**config.mk**
```make
export PLATFORM = sky130hd
export DESIGN_NAME = seg_scan_ctrl
export DESIGN_NICKNAME = d
export VERILOG_FILES = /design/src/rtl/seg_scan_ctrl.sv
export SDC_FILE = /design/constraint.sdc
export NUM_CORES = 1
export LEC_CHECK = 0
export CORE_MARGIN = 2
export CORE_UTILIZATION = 35
export DETAILED_ROUTE_END_ITERATION = 8
export GPL_ROUTABILITY_DRIVEN = 0
export GPL_TIMING_DRIVEN = 0
export HOLD_SLACK_MARGIN = 0.02
export PLACE_DENSITY_LB_ADDON = 0.1
export SYNTH_ARGS = -nofsm -noshare
export SYNTH_HDL_FRONTEND = slang
export SYNTH_SLANG_ARGS = --single-unit
```
**constraint.sdc**
```tcl
create_clock -name clk -period 2.38 [get_ports clk]
set_input_delay 0.476 -clock clk [delete_from_list [all_inputs] [get_ports clk]]
set_output_delay 0.476 -clock clk [all_outputs]
set_load 0.02 [all_outputs]
```
**src/rtl/seg_scan_ctrl.sv**
```systemverilog
// Four-digit multiplexed hex display scanner with a one-entry load buffer.
// New values are committed only at frame boundaries so digits never tear.
module seg_scan_ctrl #(
  parameter int CLK_DIV  = 50000,
  parameter bit LZ_BLANK = 1'b1
) (
  input  logic        clk,
  input  logic        rst,
  input  logic        load_valid_i,
  input  logic [15:0] load_value_i,
  output logic        load_ready_o,
  output logic [3:0]  seg_nibble_o,
  output logic [3:0]  seg_digit_en_o,
  output logic        frame_done_o
);

  typedef enum logic {
    BLANK,
    SCAN
  } state_e;

  localparam logic [19:0] LAST = 20'(CLK_DIV - 1);

  state_e      state_q, state_d;
  logic [19:0] cnt_q, cnt_d;
  logic [1:0]  idx_q, idx_d;
  logic [15:0] disp_q, disp_d;
  logic [15:0] pend_q, pend_d;
  logic        pend_valid_q, pend_valid_d;

  logic xfer;
  logic tick;
  logic frame;
  logic lz;

  assign load_ready_o = ~pend_valid_q;
  assign xfer  = load_valid_i & ~pend_valid_q;
  assign tick  = (state_q == SCAN) && (cnt_q == LAST);
  assign frame = tick && (idx_q == 2'd3);

  always_ff @(posedge clk) begin
    if (rst) begin
      state_q      <= BLANK;
      cnt_q        <= '0;
      idx_q        <= '0;
      disp_q       <= '0;
      pend_q       <= '0;
      pend_valid_q <= 1'b0;
    end else begin
      state_q      <= state_d;
      cnt_q        <= cnt_d;
      idx_q        <= idx_d;
      disp_q       <= disp_d;
      pend_q       <= pend_d;
      pend_valid_q <= pend_valid_d;
    end
  end

  always_comb begin
    state_d      = state_q;
    cnt_d        = cnt_q;
    idx_d        = idx_q;
    disp_d       = disp_q;
    pend_d       = pend_q;
    pend_valid_d = pend_valid_q;
    unique case (state_q)
      BLANK: begin
        cnt_d = '0;
        idx_d = '0;
        if (xfer) begin
          state_d = SCAN;
          disp_d  = load_value_i;
        end
      end
      SCAN: begin
        cnt_d = tick ? '0 : cnt_q + 20'd1;
        if (tick) idx_d = idx_q + 2'd1;
        // A load landing on the boundary itself bypasses the buffer
        if (frame) begin
          if (pend_valid_q) begin
            disp_d       = pend_q;
            pend_valid_d = 1'b0;
          end else if (xfer) begin
            disp_d = load_value_i;
          end
        end else if (xfer) begin
          pend_d       = load_value_i;
          pend_valid_d = 1'b1;
        end
      end
      default: state_d = BLANK;
    endcase
  end

  always_comb begin
    lz = 1'b0;
    unique case (idx_q)
      2'd0: lz = 1'b0;
      2'd1: lz = (disp_q[15:4] == 12'h0);
      2'd2: lz = (disp_q[15:8] == 8'h0);
      2'd3: lz = (disp_q[15:12] == 4'h0);
      default: lz = 1'b0;
    endcase
  end

  always_comb begin
    seg_nibble_o   = 4'h0;
    seg_digit_en_o = 4'hF;
    frame_done_o   = 1'b0;
    if (state_q == SCAN) begin
      seg_nibble_o   = disp_q[{idx_q, 2'b00} +: 4];
      seg_digit_en_o = ~(4'b0001 << idx_q);
      if (LZ_BLANK && lz) seg_digit_en_o = 4'hF;
      frame_done_o   = frame;
    end
  end

endmodule
```
==> impl_metrics.json, run 1 <==
{
  "ant_nets": 0,
  "clockBufferDepth": 2,
  "vias_per_cell": 5.182,
  "finalCritPeriodShare": 1.001,
  "synth_enable_flop_cells": 0,
  "power_leakage_nw": 1.342,
  "fin_cells": 494,
  "vias": 2560,
  "dr.first_iter.drc_count": 141,
  "cp-start-kind": "flop",
  "post-synth-top-area-cell": "dfxtp_1",
  "clock_sinks": 56,
  "final.setup.worst_slack_ps": -3.057,
  "drtPass1Iterations": 4,
  "chipHeight_um": 96.26,
  "met2_usage": 0.2581,
  "insertion_delay_ps": 320,
  "reg2reg_depth": 6,
  "cp-end-kind": "output pin",
  "std_cell_rows": 33,
  "synth-seq-area-share": 0.3763,
  "top_usage_layer": "met1",
  "max_cap_viol_count": 0,
  "peakVddDrop_uv": 232.5,
  "r2r-end": "disp_q[14]$_SDFFE_PP0P_",
  "cts_made_buffers": 5,
  "gr-total-overflow": 0,
  "fmax_mhz": 419.6,
  "cp.arrival_ps": 1910,
  "antenna_cells": 0,
  "placed_area_mm2": 0.003391,
  "grt_first_pass_wirelength_um": 12600,
  "status": "finished, violations left",
  "wire_per_inst_um": 15.56,
  "syn_area_mm2": 0.002979,
  "power.density_mw_per_mm2": 544.7,
  "syn_area_per_cell_um2": 8.610,
  "core_area_mm2": 0.008217,
  "cts_hold_buf": 0,
  "grt.total_usage": 0.1773,
  "grt_use_met1": 0.2684,
  "fin_total_pwr_mw": 1.957,
  "async_flop_share": 0,
  "ios": 29,
  "portBuffers": 28,
  "startpoint": "idx_q[0]$_SDFFE_PP0P_",
  "violations": "negative setup slack",
  "finalHoldViolCount": 0,
  "antenna_found_initial": 0,
  "syn_to_final_growth_pct": 20.62,
  "holdPathStages": 1,
  "worstHoldStart": "cnt_q[0]$_SDFF_PP0_",
  "yosysTopAreaCellShare": 0.3763,
  "placed_cells": 479,
  "synth_cells": 346,
  "final_area_mm2": 0.003593,
  "rsz0062_at_grt": "true",
  "drive_gt1_frac": 0.1620,
  "yosysWarnings": 0,
  "dieArea_mm2": 0.009266,
  "slew_viol_final": 0,
  "dp_hpwl_um": 5444,
  "cts_tree": "done",
  "critPathRequiredTime_ps": 1900,
  "synth-seq-cells": 56,
  "syn_nets": 371,
  "grt_max_degree": 17,
  "worstMarginPinSlew_ps": 571.3,
  "slew_headroom": 0.6177,
  "met3_usage": 0.02976,
  "critPathMaxFanout": 5,
  "drc": 0,
  "ys.flop_type": "dfxtp_1",
  "final_nets": 413,
  "synthTopCellsByArea": "dfxtp_1 38%, nand2b_1 7.3%, a21oi_1 6.7%",
  "clkSlewWorstSetupHoldPaths_ps": 100,
  "finClkSkew_ps": 13.50,
  "worstSetupPathType": "flop to output pin",
  "synth_cell_type_count": 37,
  "holdPathEnd": "cnt_q[0]$_SDFF_PP0_",
  "clock-root-buffer": "clkbuf_8",
  "setup_viol": 1,
  "r2r_start": "cnt_q[1]$_SDFF_PP0_",
  "wl_um": 7689,
  "initial_core_util": 0.3626,
  "grt_pass1_vias": 2489,
  "period_minus_slack_ps": 2383,
  "die_w_um": 96.26,
  "min_path_type": "flop to flop",
  "cts.htree.levels": 2,
  "reg2reg_slack_ps": 300
}
## logic make-up (layout without fill, tap and decap cells)
family | after synthesis | count (layout) | share of synthesized area
multiplexers | 21 | 21 | 0.08736
buffers and inverters | 43 | 86 | 0.05838
adder cells (fa/ha/maj) | 6 | 6 | 0.02520
AO/OA/AOI/OAI | 70 | 70 | 0.1638
flip-flops | 56 | 56 | 0.3763
AND/OR/NAND/NOR | 137 | 137 | 0.2507
XOR/XNOR | 13 | 13 | 0.03822
## flip-flops by register name, indices dropped and copies added, names as in the netlist
name	cells
cnt_q	20
disp_q	16
idx_q	2
pend_q	16
pend_valid_q	1
state_q	1
## synth_stat cells, types with 2 or more instances
cell type,n
dfxtp_1,56
nor2_1,43
a21oi_1,40
nand2b_1,35
inv_1,24
mux2i_1,17
o221a_2,16
clkbuf_1,13
xnor2_1,11
nand2_1,9
nand3_1,9
nor4_1,9
ha_1,6
nand4_1,6
o21ai_0,6
and2_1,5
and4_1,4
buf_2,4
mux4_2,4
nor3_1,4
or4_1,3
a21o_1,2
buf_4,2
nand4_2,2
o31ai_1,2
or3_1,2
xor2_1,2
## power by group
part           internal [mW]  switching, mW  total (mW)  leakage (nW)
logic                  0.123          0.128       0.250         0.820
registers              0.977         0.0341        1.01         0.458
clock network          0.372          0.324       0.696        0.0645
## stage by stage
step / hold WS (ps) / setup WS, ps / TNS [ps] / utilization
final: 445.8 / -3.057 / -3.057 / 0.4373
after global routing: 482.0 / -80.15 / -144.7 / 0.4373
after CTS: 451.7 / -16.80 / -34.02 / 0.4329
after detailed placement: 461.6 / -608.3 / -6174 / 0.4127
after global placement: 458.5 / -612.2 / -5974 / 0.4127
after floorplan: 439.8 / -102.9 / -205.7 / -
## cell usage in the layout, fill, tap and decap left out, types with 9 or more instances in the layout
cell             Yosys  final
a21oi_1             40     40
buf_4                2     11
clkbuf_1            13     11
clkdlybuf4s50_1      0     20
dfxtp_1             56     53
inv_1               24     23
mux2i_1             17     17
nand2_1              9      9
nand2b_1            35     35
nand3_1              9      9
nor2_1              43     43
nor4_1               9      9
o221a_2             16     16
xnor2_1             11     11
## cell type report
class / instances / area, um^2
clock inverter: 1 / 30.03
sequential: 56 / 1127
tap: 105 / 131.4
timing repair buffer: 35 / 311.5
clock buffer: 7 / 96.34
fill: 833 / 4623
buffer: 19 / 96.34
inverter: 24 / 97.59
multi-input combinational: 247 / 1703
## routing by layer
| metal | vias to the layer above | wire, um | part of all wire |
|---|---|---|---|
| li1 | 1300 | - | - |
| met1 | 1211 | 3958 | 0.51 |
| met2 | 43 | 3236 | 0.42 |
| met3 | 6 | 413 | 0.054 |
| met4 | 0 | 80 | 0.010 |
| met5 | - | 0 | 0 |
## critical path, stage by stage (launching register included)
cell and delay, ps:
dfxtp_2 360, buf_8 130, inv_8 40, ha_4 150
or4_1 390, o21a_1 220, o21ai_1 150, buf_4 160
## worst max path at each step
| stage | to |
|---|---|
| floorplan | seg_digit_en_o[1] |
| CTS | seg_digit_en_o[1] |
| detailed placement | seg_digit_en_o[1] |
| finish | seg_digit_en_o[2] |
| global placement | seg_digit_en_o[2] |
| global route | seg_digit_en_o[2] |
## repair_timing
item	4_1_cts	5_1_grt
setup endpoints to repair	16	4
gates cloned	0	0
pin swaps	3	3
buffers inserted	2	5
gates resized for setup	42	7
Power figures use the tool's default switching activity.
==> inputs of run 2 (changes only) <==
Settings changed: DONT_BUFFER_PORTS from default to 1, RECOVER_POWER from default to 100.
==> impl_metrics.json, run 2 (synthesis gave the netlist of run 1 again) <==
{
  "vias": 2481,
  "dp_hpwl_um": 5465,
  "antenna_cells": 0,
  "portBuffers": 0,
  "fin_total_pwr_mw": 1.865,
  "grt_first_pass_wirelength_um": 11970,
  "drc": 0,
  "die_w_um": 96.26,
  "clockBufferDepth": 2,
  "critPathMaxFanout": 3,
  "std_cell_rows": 33,
  "final.setup.worst_slack_ps": 69.50,
  "drive_gt1_frac": 0.1401,
  "worstSetupPathType": "flop to output pin",
  "peakVddDrop_uv": 233.7,
  "top_register": "cnt_q",
  "gr-total-overflow": 0,
  "dieArea_mm2": 0.009266,
  "wire_per_inst_um": 16.47,
  "grt_pass1_vias": 2276,
  "final_area_mm2": 0.003284,
  "final_nets": 381,
  "cts_tree": "done",
  "initial_core_util": 0.3626,
  "cp.arrival_ps": 1830,
  "grt_max_degree": 18,
  "max_cap_viol_count": 0,
  "fmax_mhz": 432.8,
  "period_minus_slack_ps": 2310,
  "slew_viol_final": 0,
  "finalCritPeriodShare": 0.9708,
  "placed_area_mm2": 0.003110,
  "rsz0062_at_grt": "false",
  "grt.total_usage": 0.1695,
  "ant_nets": 0,
  "setup_viol": 0,
  "pre_cts_ws_ps": -321.7,
  "cts.htree.levels": 2,
  "worstMarginPinSlew_ps": 613.5,
  "wl_um": 7607,
  "ios": 29,
  "layout_commonest_cell": "dfxtp_1",
  "clock-root-buffer": "clkbuf_8",
  "reg_top3": "cnt_q x20, disp_q x16, pend_q x16",
  "fin_cells": 462,
  "antenna_found_initial": 0,
  "syn_to_final_growth_pct": 10.25,
  "reg2reg_slack_ps": 200,
  "drtPass1Iterations": 5,
  "cts_made_buffers": 5,
  "largest_reg_flops": 20,
  "dr.first_iter.drc_count": 167,
  "min_path_type": "input pin to flop",
  "finalHoldViolCount": 0,
  "critPathRequiredTime_ps": 1900,
  "core_area_mm2": 0.008217,
  "vias_per_cell": 5.370,
  "cp-end-kind": "output pin",
  "insertion_delay_ps": 320,
  "finClkSkew_ps": 9.219,
  "placed_cells": 451,
  "power_leakage_nw": 1.164,
  "status": "completed",
  "power.density_mw_per_mm2": 567.7,
  "chipHeight_um": 96.26,
  "clock_sinks": 56,
  "cp-start-kind": "flop",
  "clkSlewWorstSetupHoldPaths_ps": 100,
  "final_cell_mix": "54 x dfxtp_1, 43 x nor2_1, 40 x a21oi_1, 35 x nand2b_1, 23 x inv_1",
  "slew_headroom": 0.5895
}
==> run 2: changes by cell type in the layout (fill, tap and decap cells not counted), sizes merged <==
cell,delta
dlygate4sd2,-2
clkdlybuf4s50,-20
clkinvlp,+1
clkbuf,-1
buf,-11
clkinv,+1
==> run 2: final cells by class <==
cell class / count / area, um^2
Sequential cell: 56 / 1126
Clock buffer: 5 / 68.82
Clock inverter: 3 / 42.54
Tap cell: 105 / 131.4
Inverter: 24 / 92.59
Multi-Input combinational cell: 247 / 1719
Buffer: 18 / 73.82
Timing Repair Buffer: 4 / 30.03
Fill cell: 849 / 4932
==> run 2: through the flow <==
step	util	setup TNS, ps	hold WS (ps)
6_report	0.3997	0	302.4
5_1_grt	0.3997	0	297.6
4_1_cts	0.4026	0	295.4
3_5_place_dp	0.3786	-625.2	462.6
3_3_place_gp	0.3786	-664.8	460.6
2_1_floorplan	-	-205.7	439.8
==> run 2: report_power, final <==
group	switching [mW]	internal, mW
clock network	0.326	0.312
logic	0.119	0.0913
registers	0.0389	0.976
==> run 2: repair_timing <==
| action | CTS | global route |
|---|---|---|
| endpoints found under the hold margin | 0 | 0 |
| pin swaps | 4 | 2 |
| hold buffers | 0 | 0 |
| resized for setup | 19 | 2 |
| setup buffers | 3 | 1 |
| setup endpoints to repair | 3 | 4 |
==> run 2: final timing paths <==
kind                         start                       to  cells past startpoint
max          idx_q[1]$_SDFFE_PP0P_        seg_digit_en_o[1]                      5
min                load_value_i[1]   pend_q[1]$_SDFFE_PP0P_                      2
max reg2reg    cnt_q[0]$_SDFF_PP0_  pend_q[12]$_SDFFE_PP0P_                      6
min reg2reg    cnt_q[0]$_SDFF_PP0_      cnt_q[0]$_SDFF_PP0_                      1
==> run 2: layer usage <==
layer  vias to the layer above  share of wire  GRT usage  wire (um)
li1                       1232              -          -          -
met2                        55           0.39     0.2396       2987
met4                         0         0.0088    0.03214         67
met3                         6          0.055    0.03446        416
met5                         -              0          0          0
met1                      1188           0.54     0.2634       4136
==> run 2: worst max-delay path, cell delays in order (launching register included) <==
cell and delay [ps]:
dfxtp_4 350, inv_1 80, ha_4 170, or4_4 470, o21a_4 230, o21ai_4 210
==> inputs of run 3 (changes only) <==
Settings changed: CELL_PAD_IN_SITES_DETAIL_PLACEMENT from default to 0, CELL_PAD_IN_SITES_GLOBAL_PLACEMENT from default to 2.
==> impl_metrics.json, run 3 (synthesis gave the netlist of run 1 again) <==
{
  "status": "completed",
  "reg2reg_depth": 6,
  "power_leakage_nw": 1.156,
  "drc": 0,
  "holdPathStages": 2,
  "cp_top_family": "simple AND/OR/NAND/NOR gates",
  "insertion_delay_ps": 310,
  "slew_viol_final": 0,
  "top_register": "cnt_q",
  "drtPass1Iterations": 4,
  "r2r-end": "pend_q[7]$_SDFFE_PP0P_",
  "chipHeight_um": 96.26,
  "max_stage_delay_ps": 470,
  "layout_commonest_cell": "dfxtp_1",
  "rsz0062_at_grt": "false",
  "cts_hold_buf": 0,
  "peakVddDrop_uv": 215.4,
  "critPathRequiredTime_ps": 1900,
  "critPathMaxFanout": 3,
  "reg_top3": "cnt_q x20, disp_q x16, pend_q x16",
  "r2r_start": "cnt_q[0]$_SDFF_PP0_",
  "core_area_mm2": 0.008217,
  "finalCritPeriodShare": 0.9631,
  "cts_tree": "done",
  "finClkSkew_ps": 10.55,
  "cts.htree.levels": 2,
  "critical_path_depth": 5,
  "grt_max_degree": 16,
  "startpoint": "idx_q[1]$_SDFFE_PP0P_",
  "fillers": 870,
  "ios": 29,
  "clockBufferDepth": 2,
  "cp-start-kind": "flop",
  "endpoint": "seg_digit_en_o[1]",
  "gr-total-overflow": 0,
  "power.density_mw_per_mm2": 564.0,
  "path_cells": "inv_1 > ha_4 > or4_4 > o21a_4 > o21ai_4",
  "pre_cts_ws_ps": -312.1,
  "clock-root-buffer": "clkbuf_8",
  "reg2reg_slack_ps": 200,
  "cp.arrival_ps": 1820,
  "std_cell_rows": 33,
  "slew_headroom": 0.6168,
  "ant_nets": 0,
  "final_nets": 380,
  "grt_pass1_vias": 2411,
  "max_cap_viol_count": 0,
  "worstSetupPathType": "flop to output pin",
  "slowest_stage": "or4_4",
  "cp.buffers_inverters": 1,
  "wl_um": 7837,
  "worstMarginPinSlew_ps": 572.7,
  "cts_made_buffers": 5,
  "wire_per_inst_um": 17.07,
  "dp_hpwl_um": 5784,
  "fmax_mhz": 436.3,
  "die_w_um": 96.26,
  "finalHoldViolCount": 0,
  "grt.total_usage": 0.1841,
  "dieArea_mm2": 0.009266,
  "dr.first_iter.drc_count": 126,
  "final_area_mm2": 0.003262,
  "clkSlewWorstSetupHoldPaths_ps": 100,
  "multi_input_area_mm2": 0.001715,
  "cp-end-kind": "output pin",
  "setup_viol": 0,
  "vias": 2398,
  "initial_core_util": 0.3626,
  "antenna_found_initial": 0,
  "register_area_mm2": 0.001126,
  "final.setup.worst_slack_ps": 87.85,
  "period_minus_slack_ps": 2292,
  "placed_area_mm2": 0.003110,
  "largest_reg_flops": 20,
  "syn_to_final_growth_pct": 9.492,
  "antenna_cells": 0,
  "portBuffers": 0,
  "drive_gt1_frac": 0.1356,
  "vias_per_cell": 5.224,
  "clock_sinks": 56,
  "grt_first_pass_wirelength_um": 12790,
  "final_cell_mix": "54 x dfxtp_1, 43 x nor2_1, 40 x a21oi_1, 35 x nand2b_1, 23 x inv_1",
  "min_path_type": "input pin to flop"
}
## run 3: per-stage QoR
| stage | hold WS, ps | TNS, ps | std cells | utilization | total power [mW] |
|---|---|---|---|---|---|
| finish | 308.5 | 0 | 459 | 0.3970 | 1.840 |
| global route | 304.7 | 0 | 459 | 0.3970 | 1.922 |
| CTS | 300.5 | 0 | 460 | 0.4011 | 1.858 |
| detailed placement | 463.5 | -615.9 | 451 | 0.3786 | 1.244 |
| global placement | 456.1 | -586.0 | 451 | 0.3786 | 1.245 |
| floorplan | 439.8 | -205.7 | 346 | - | 1.183 |
## run 3: layer usage
layer,GRT usage,vias to the layer above,part of all wire
met3,0.03681,2,0.039
met2,0.2546,34,0.40
met1,0.2872,1127,0.55
li1,-,1235,-
met4,0.04405,0,0.0050
met5,0,-,0
## run 3: report_power, final
part	internal, mW	switching, mW
Clock	0.303	0.311
Combinational	0.0913	0.120
Sequential	0.976	0.0382
Total	1.37	0.469
## run 3: final cells by class
class,instances,share of cell area
buffer,18,0.02378
clock buffer,5,0.02110
clock inverter,1,0.009206
inverter,24,0.02762
multi-input combinational,247,0.5259
sequential,56,0.3452
tap,105,0.04028
timing repair buffer,3,0.006904
## run 3: worst min-delay path by stage
stage | to | start
final | pend_q[9]$_SDFFE_PP0P_ | load_value_i[9]
after global routing | pend_q[3]$_SDFFE_PP0P_ | load_value_i[3]
after CTS | pend_q[10]$_SDFFE_PP0P_ | load_value_i[10]
after detailed placement | pend_q[8]$_SDFFE_PP0P_ | pend_q[8]$_SDFFE_PP0P_
after global placement | cnt_q[0]$_SDFF_PP0_ | cnt_q[0]$_SDFF_PP0_
after floorplan | cnt_q[0]$_SDFF_PP0_ | cnt_q[0]$_SDFF_PP0_
## run 3: what timing repair did
item                       CTS  global route
setup buffers                3             0
resized for setup           19             2
setup endpoints to repair    3             4
pin swaps                    4             2
## run 3: worst reg2reg max path, stage by stage, from the launching register on
cell and delay (ps):
dfxtp_1 350, ha_1 260, and4_2 230, and3_1 230, a31oi_4 390, clkbuf_2 420, mux2i_1 240
==> RTL edit 1 (settings of run 1) <==
Change the parameter `CLK_DIV` from 50000 to 25000.
--- a/src/rtl/seg_scan_ctrl.sv
+++ b/src/rtl/seg_scan_ctrl.sv
@@ -2,5 +2,5 @@
 // New values are committed only at frame boundaries so digits never tear.
 module seg_scan_ctrl #(
-  parameter int CLK_DIV  = 50000,
+  parameter int CLK_DIV  = 25000,
   parameter bit LZ_BLANK = 1'b1
 ) (
Behaviour: no difference found for any inputs over 10 cycles, from zero or initial values and one cycle with rst high; that may be too few to reach the edited logic, so the function may still have changed.
==> RTL edit 1 against run 1 <==
The run still ends with setup timing left. Combinational power rose by 14%. Power fell by 5.5%. Worst setup slack got worse by 0.23 ns. Count of clock-buffer cells in the layout did not move. Sequential share of layout area fell by 0.61 points. Synthesized area fell by 0.76%. Die area fell by 0.73%. Cell area rose by 3.3%. Clock power fell by 20%. Fmax fell by 8.7%. Register-to-register slack got worse by 0.47 ns. Sequential cell count did not move. Critical path depth fell by 2. Routed wire length rose by 0.53%.
==> RTL edit 1: results (changes against run 1) <==
* Global-route wire length before repair at 12100 µm (-4.1%)
* LEAKAGE at 0.00139 µW (+3.7%)
* Routed vias/inst at 5.21 (+0.61%)
* Seq/Total Area, Yosys at 37.9% (+0.29 points)
* VDD IR max at 0.000258 V (+11%)
* Syn nets at 364 (-1.9%)
* HPWL Detailed at 5200 µm (-4.6%)
* FF-to-FF Start: cnt_q[9]$_SDFF_PP0_
* Vias in the first global route at 2359 (-5.2%)
* Met3 usage at 2.82% (-0.16 points)
* Met2 usage at 25.4% (-0.40 points)
* Layout Nets at 410 (-0.73%)
* EDFF count, synth at 0 (unchanged)
* Synth top area share at 37.9% (+0.29 points)
* Worst setup margin at -0.231 ns (-0.228 ns)
* Gr usage total at 17.0% (-0.72 points)
* Failing checks: setup timing
* # setup viols final at 18 (+17)
* Yosys cell types at 35 (-5.4%)
* Clock skew at 0.00670 ns (-0.00680 ns)
* H-tree Lvls at 2 (unchanged)
* Total Wirelength at 7730 µm (+0.53%)
* Met1 GRT Util at 25.4% (-1.5 points)
* Crit path DAT at 2.14 ns (+0.23 ns)
* Starting DRC count in detailed routing at 126 (-11%)
* Outcome: finished, violations left
* Largest fanout on the critical path at 3 (-2)
* Worst slew pin tran at 0.604 ns (+0.0329 ns)
* Fillcell total at 822 (-1.3%)
* Tightest Hold Check Type: reg2reg
* Synth area leaders: dfxtp_1 (38%), a21oi_1 (7.4%), nand2b_1 (7.2%)
* Top cells by count, synth: dfxtp_1 (56), a21oi_1 (44), nor2_1 (35)
* Switching power total at 493 µW (+1.3%)
-- RTL edit 1: kinds of logic after synthesis --
logic type                 count (synthesis)  share of synthesized area (%)
adders and majority gates                  6                           2.54
xor gates and xnor gates                  11                           3.26
and+or+nand+nor                          126                           22.9
buffers and inverters                     43                           6.35
DFF                                       56                           37.9
AOI/OAI and AO/OA                         77                           18.5
muxes                                     20                           8.46
-- RTL edit 1: final cells by class --
class                           instances  share of cell area [%]
Clock buffer                            7                    2.32
Sequential cell                        56                    30.8
Inverter                               21                    2.26
Multi-Input combinational cell        240                    46.9
Tap cell                              105                    3.54
Timing Repair Buffer                   43                    11.2
Clock inverter                          1                   0.202
Buffer                                 18                    2.90
-- RTL edit 1: repair_timing --
item,in CTS,in global routing
gates resized for setup,63,26
endpoints found under the setup margin,30,46
buffers inserted,7,6
pin swaps,9,7
cloned,0,2
-- RTL edit 1: metal layers --
layer | wire, µm | share of wire, %
met5 | 0 | 0
met4 | 70 | 0.91
met3 | 264 | 3.4
met2 | 3320 | 43
met1 | 4080 | 53
-- RTL edit 1: power groups by stage --
| stage | sequential [µW] | combinational, µW | clock, µW |
|---|---|---|---|
| after floorplan | 1020 | 176 | 0 |
| after global placement | 1030 | 261 | 0 |
| after detailed placement | 1030 | 263 | 0 |
| after CTS | 1010 | 264 | 573 |
| after global routing | 1010 | 310 | 613 |
| final | 1010 | 285 | 555 |
-- RTL edit 1: worst max-delay path, cell delays in order (launching register included) --
cell and delay, ns:
dfxtp_4 0.36, or4_4 0.53, or4_4 0.58, nor2_4 0.11
and2_4 0.15, buf_6 0.11
-- RTL edit 1: metrics by stage --
step / TNS (ns) / setup slack, ns / cells / area, µm²
floorplan: -0.206 / -0.103 / 339 / 2960
detailed placement: -5.82 / -0.684 / 472 / 3370
global route: -3.88 / -0.296 / 491 / 3710
CTS: -1.15 / -0.278 / 484 / 3590
global placement: -6.44 / -0.691 / 472 / 3370
finish: -2.72 / -0.231 / 491 / 3710
-- RTL edit 1: final timing paths --
check / to / slack [ns] / cells after the start
max: frame_done_o / -0.23 / 5
min: cnt_q[0]$_SDFF_PP0_ / 0.44 / 1
max reg2reg: disp_q[13]$_SDFFE_PP0P_ / -0.17 / 7
min reg2reg: cnt_q[0]$_SDFF_PP0_ / 0.44 / 1
==> RTL edit 2 (settings of run 1) <==
Without the edit above. Register the output `seg_digit_en_o`; this adds one clock of latency there. The other outputs are not delayed to match.
--- a/src/rtl/seg_scan_ctrl.sv
+++ b/src/rtl/seg_scan_ctrl.sv
@@ -21,4 +21,6 @@
 
   localparam logic [19:0] LAST = 20'(CLK_DIV - 1);
+
+  logic [3:0] seg_digit_en_d;
 
   state_e      state_q, state_d;
@@ -106,13 +108,17 @@
   always_comb begin
     seg_nibble_o   = 4'h0;
-    seg_digit_en_o = 4'hF;
+    seg_digit_en_d = 4'hF;
     frame_done_o   = 1'b0;
     if (state_q == SCAN) begin
       seg_nibble_o   = disp_q[{idx_q, 2'b00} +: 4];
-      seg_digit_en_o = ~(4'b0001 << idx_q);
-      if (LZ_BLANK && lz) seg_digit_en_o = 4'hF;
+      seg_digit_en_d = ~(4'b0001 << idx_q);
+      if (LZ_BLANK && lz) seg_digit_en_d = 4'hF;
       frame_done_o   = frame;
     end
   end
 
+  always_ff @(posedge clk) begin
+    seg_digit_en_o <= seg_digit_en_d;
+  end
+
 endmodule
Check against the original RTL: not equivalent (a bounded check fails within 4 cycles, from zero or initial values and one cycle with rst high).
==> RTL edit 2 against run 1 <==
The flow still finishes with violations (setup timing). Synthesized area decreased by 0.63%. Routed wire length is 3.9% lower. Count of clock-buffer cells in the layout increased by 4. Non-clock buffer count did not move. Sequential cell count is 4 higher. Power up 9.9%. Global-route usage is 0.36 points lower. Fmax shrank 0.25%. Sequential share of layout area grew 1.6 points. Cell area up 1.9%. Worst setup slack got worse by 0.0059 ns.
==> RTL edit 2: results (changes against run 1) <==
* Outcome: finished, violations left
* Failing checks: setup timing
* Synth area leaders: dfxtp_1 (41%), nand2b_1 (7.2%), mux2i_1 (5.4%)
* FF-to-FF setup slack at 0.32 ns (+0.02 ns)
* Layout cells sized above 1 at 14.5% (-1.7 points)
* Routed WL per cell at 15.5 µm (-0.50%)
* Fillcell total at 839 (+0.72%)
* Power share of the clock group at 38.2% (+2.6 points)
* Rel. slew slack at 65.9% (+4.2 points)
* # setup viols final at 1 (unchanged)
* VDD IR max at 0.000221 V (-5.1%)
* Layout Nets at 393 (-4.8%)
* Placed cell areas at 3370 µm² (-0.55%)
* CP Capture Point: frame_done_o
* Via count at 2516 (-1.7%)
* Met1 GRT Util at 26.0% (-0.83 points)
* Reg2reg end: disp_q[12]$_SDFFE_PP0P_
* Yosys cell types at 42 (+14%)
* Clock sink count at 60 (+7.1%)
* Met3 wire len at 301 µm (-27%)
* Setup TNS at -0.00891 ns (-0.00586 ns)
* Seq/Total Area, Yosys at 40.6% (+2.9 points)
* Met2 usage at 24.5% (-1.3 points)
* Top cells by count, synth: dfxtp_1 (60), nand2b_1 (34), inv_1 (22)
* Vias in the first global route at 2325 (-6.6%)
* Post-CTS sizing at 20 (-52%)
* Placed Cells at 455 (-5.0%)
* Switching Fraction at 25.8% (+1.0 points)
* Routed vias/inst at 5.27 (+1.8%)
* Seq pwr at 1080 µW (+7%)
* HPWL Detailed at 5100 µm (-6.3%)
* Worst setup margin at -0.00891 ns (-0.00586 ns)
* Multi-input gate area at 1640 µm² (-3.8%)
* Starting DRC count in detailed routing at 113 (-20%)
* Total Power at 2150 µW (+9.9%)
* Largest net degree at the start of global routing at 11 (-6)
* Worst hold slack at 0.460 ns (+0.0145 ns)
* Syn nets at 347 (-6.5%)
* Clock skew at 0.0110 ns (-0.00250 ns)
* WL met1 at 3840 µm (-3.0%)
* Signal buf overhead at 11.7% (+0.30 points)
* DR WL met2 at 3160 µm (-2.4%)
* Gr usage total at 17.4% (-0.36 points)
* Largest fanout on the critical path at 4 (-1)
* Insertion delay to the later sink of the worst-skew pair at 0.34 ns (+0.02 ns)
* Clk_buf instances at 11 (+4)
* R2R depth at 5 (-1)
==> RTL edit 2: cell types whose count changed after synthesis, sizes merged, moves of 3 or more <==
cell / before / now
o211ai: 0 / 3
a221oi: 0 / 16
o221a: 16 / 0
o22ai: 0 / 16
a21oi: 40 / 9
dfxtp: 56 / 60
and3: 1 / 5
xnor2: 11 / 7
o21bai: 0 / 16
xor2: 2 / 7
nor4: 9 / 6
nor2: 43 / 20
and4: 5 / 2
==> RTL edit 2: worst max-delay path: stages, from the launching register on <==
cell and delay (ns):
dfxtp_2 0.34, or4_4 0.54, or2_4 0.26, nor3_4 0.17, buf_6 0.14, buf_4 0.13
==> RTL edit 2: logic make-up after synthesis <==
logic type               synth area share [%]
AO/OA/AOI/OAI                            17.5
XOR/XNOR                                 4.14
adder cells (fa/ha/maj)                  2.54
buffers and inverters                    5.58
flip-flops                               40.6
multiplexers                             8.45
AND/OR/NAND/NOR                          21.2
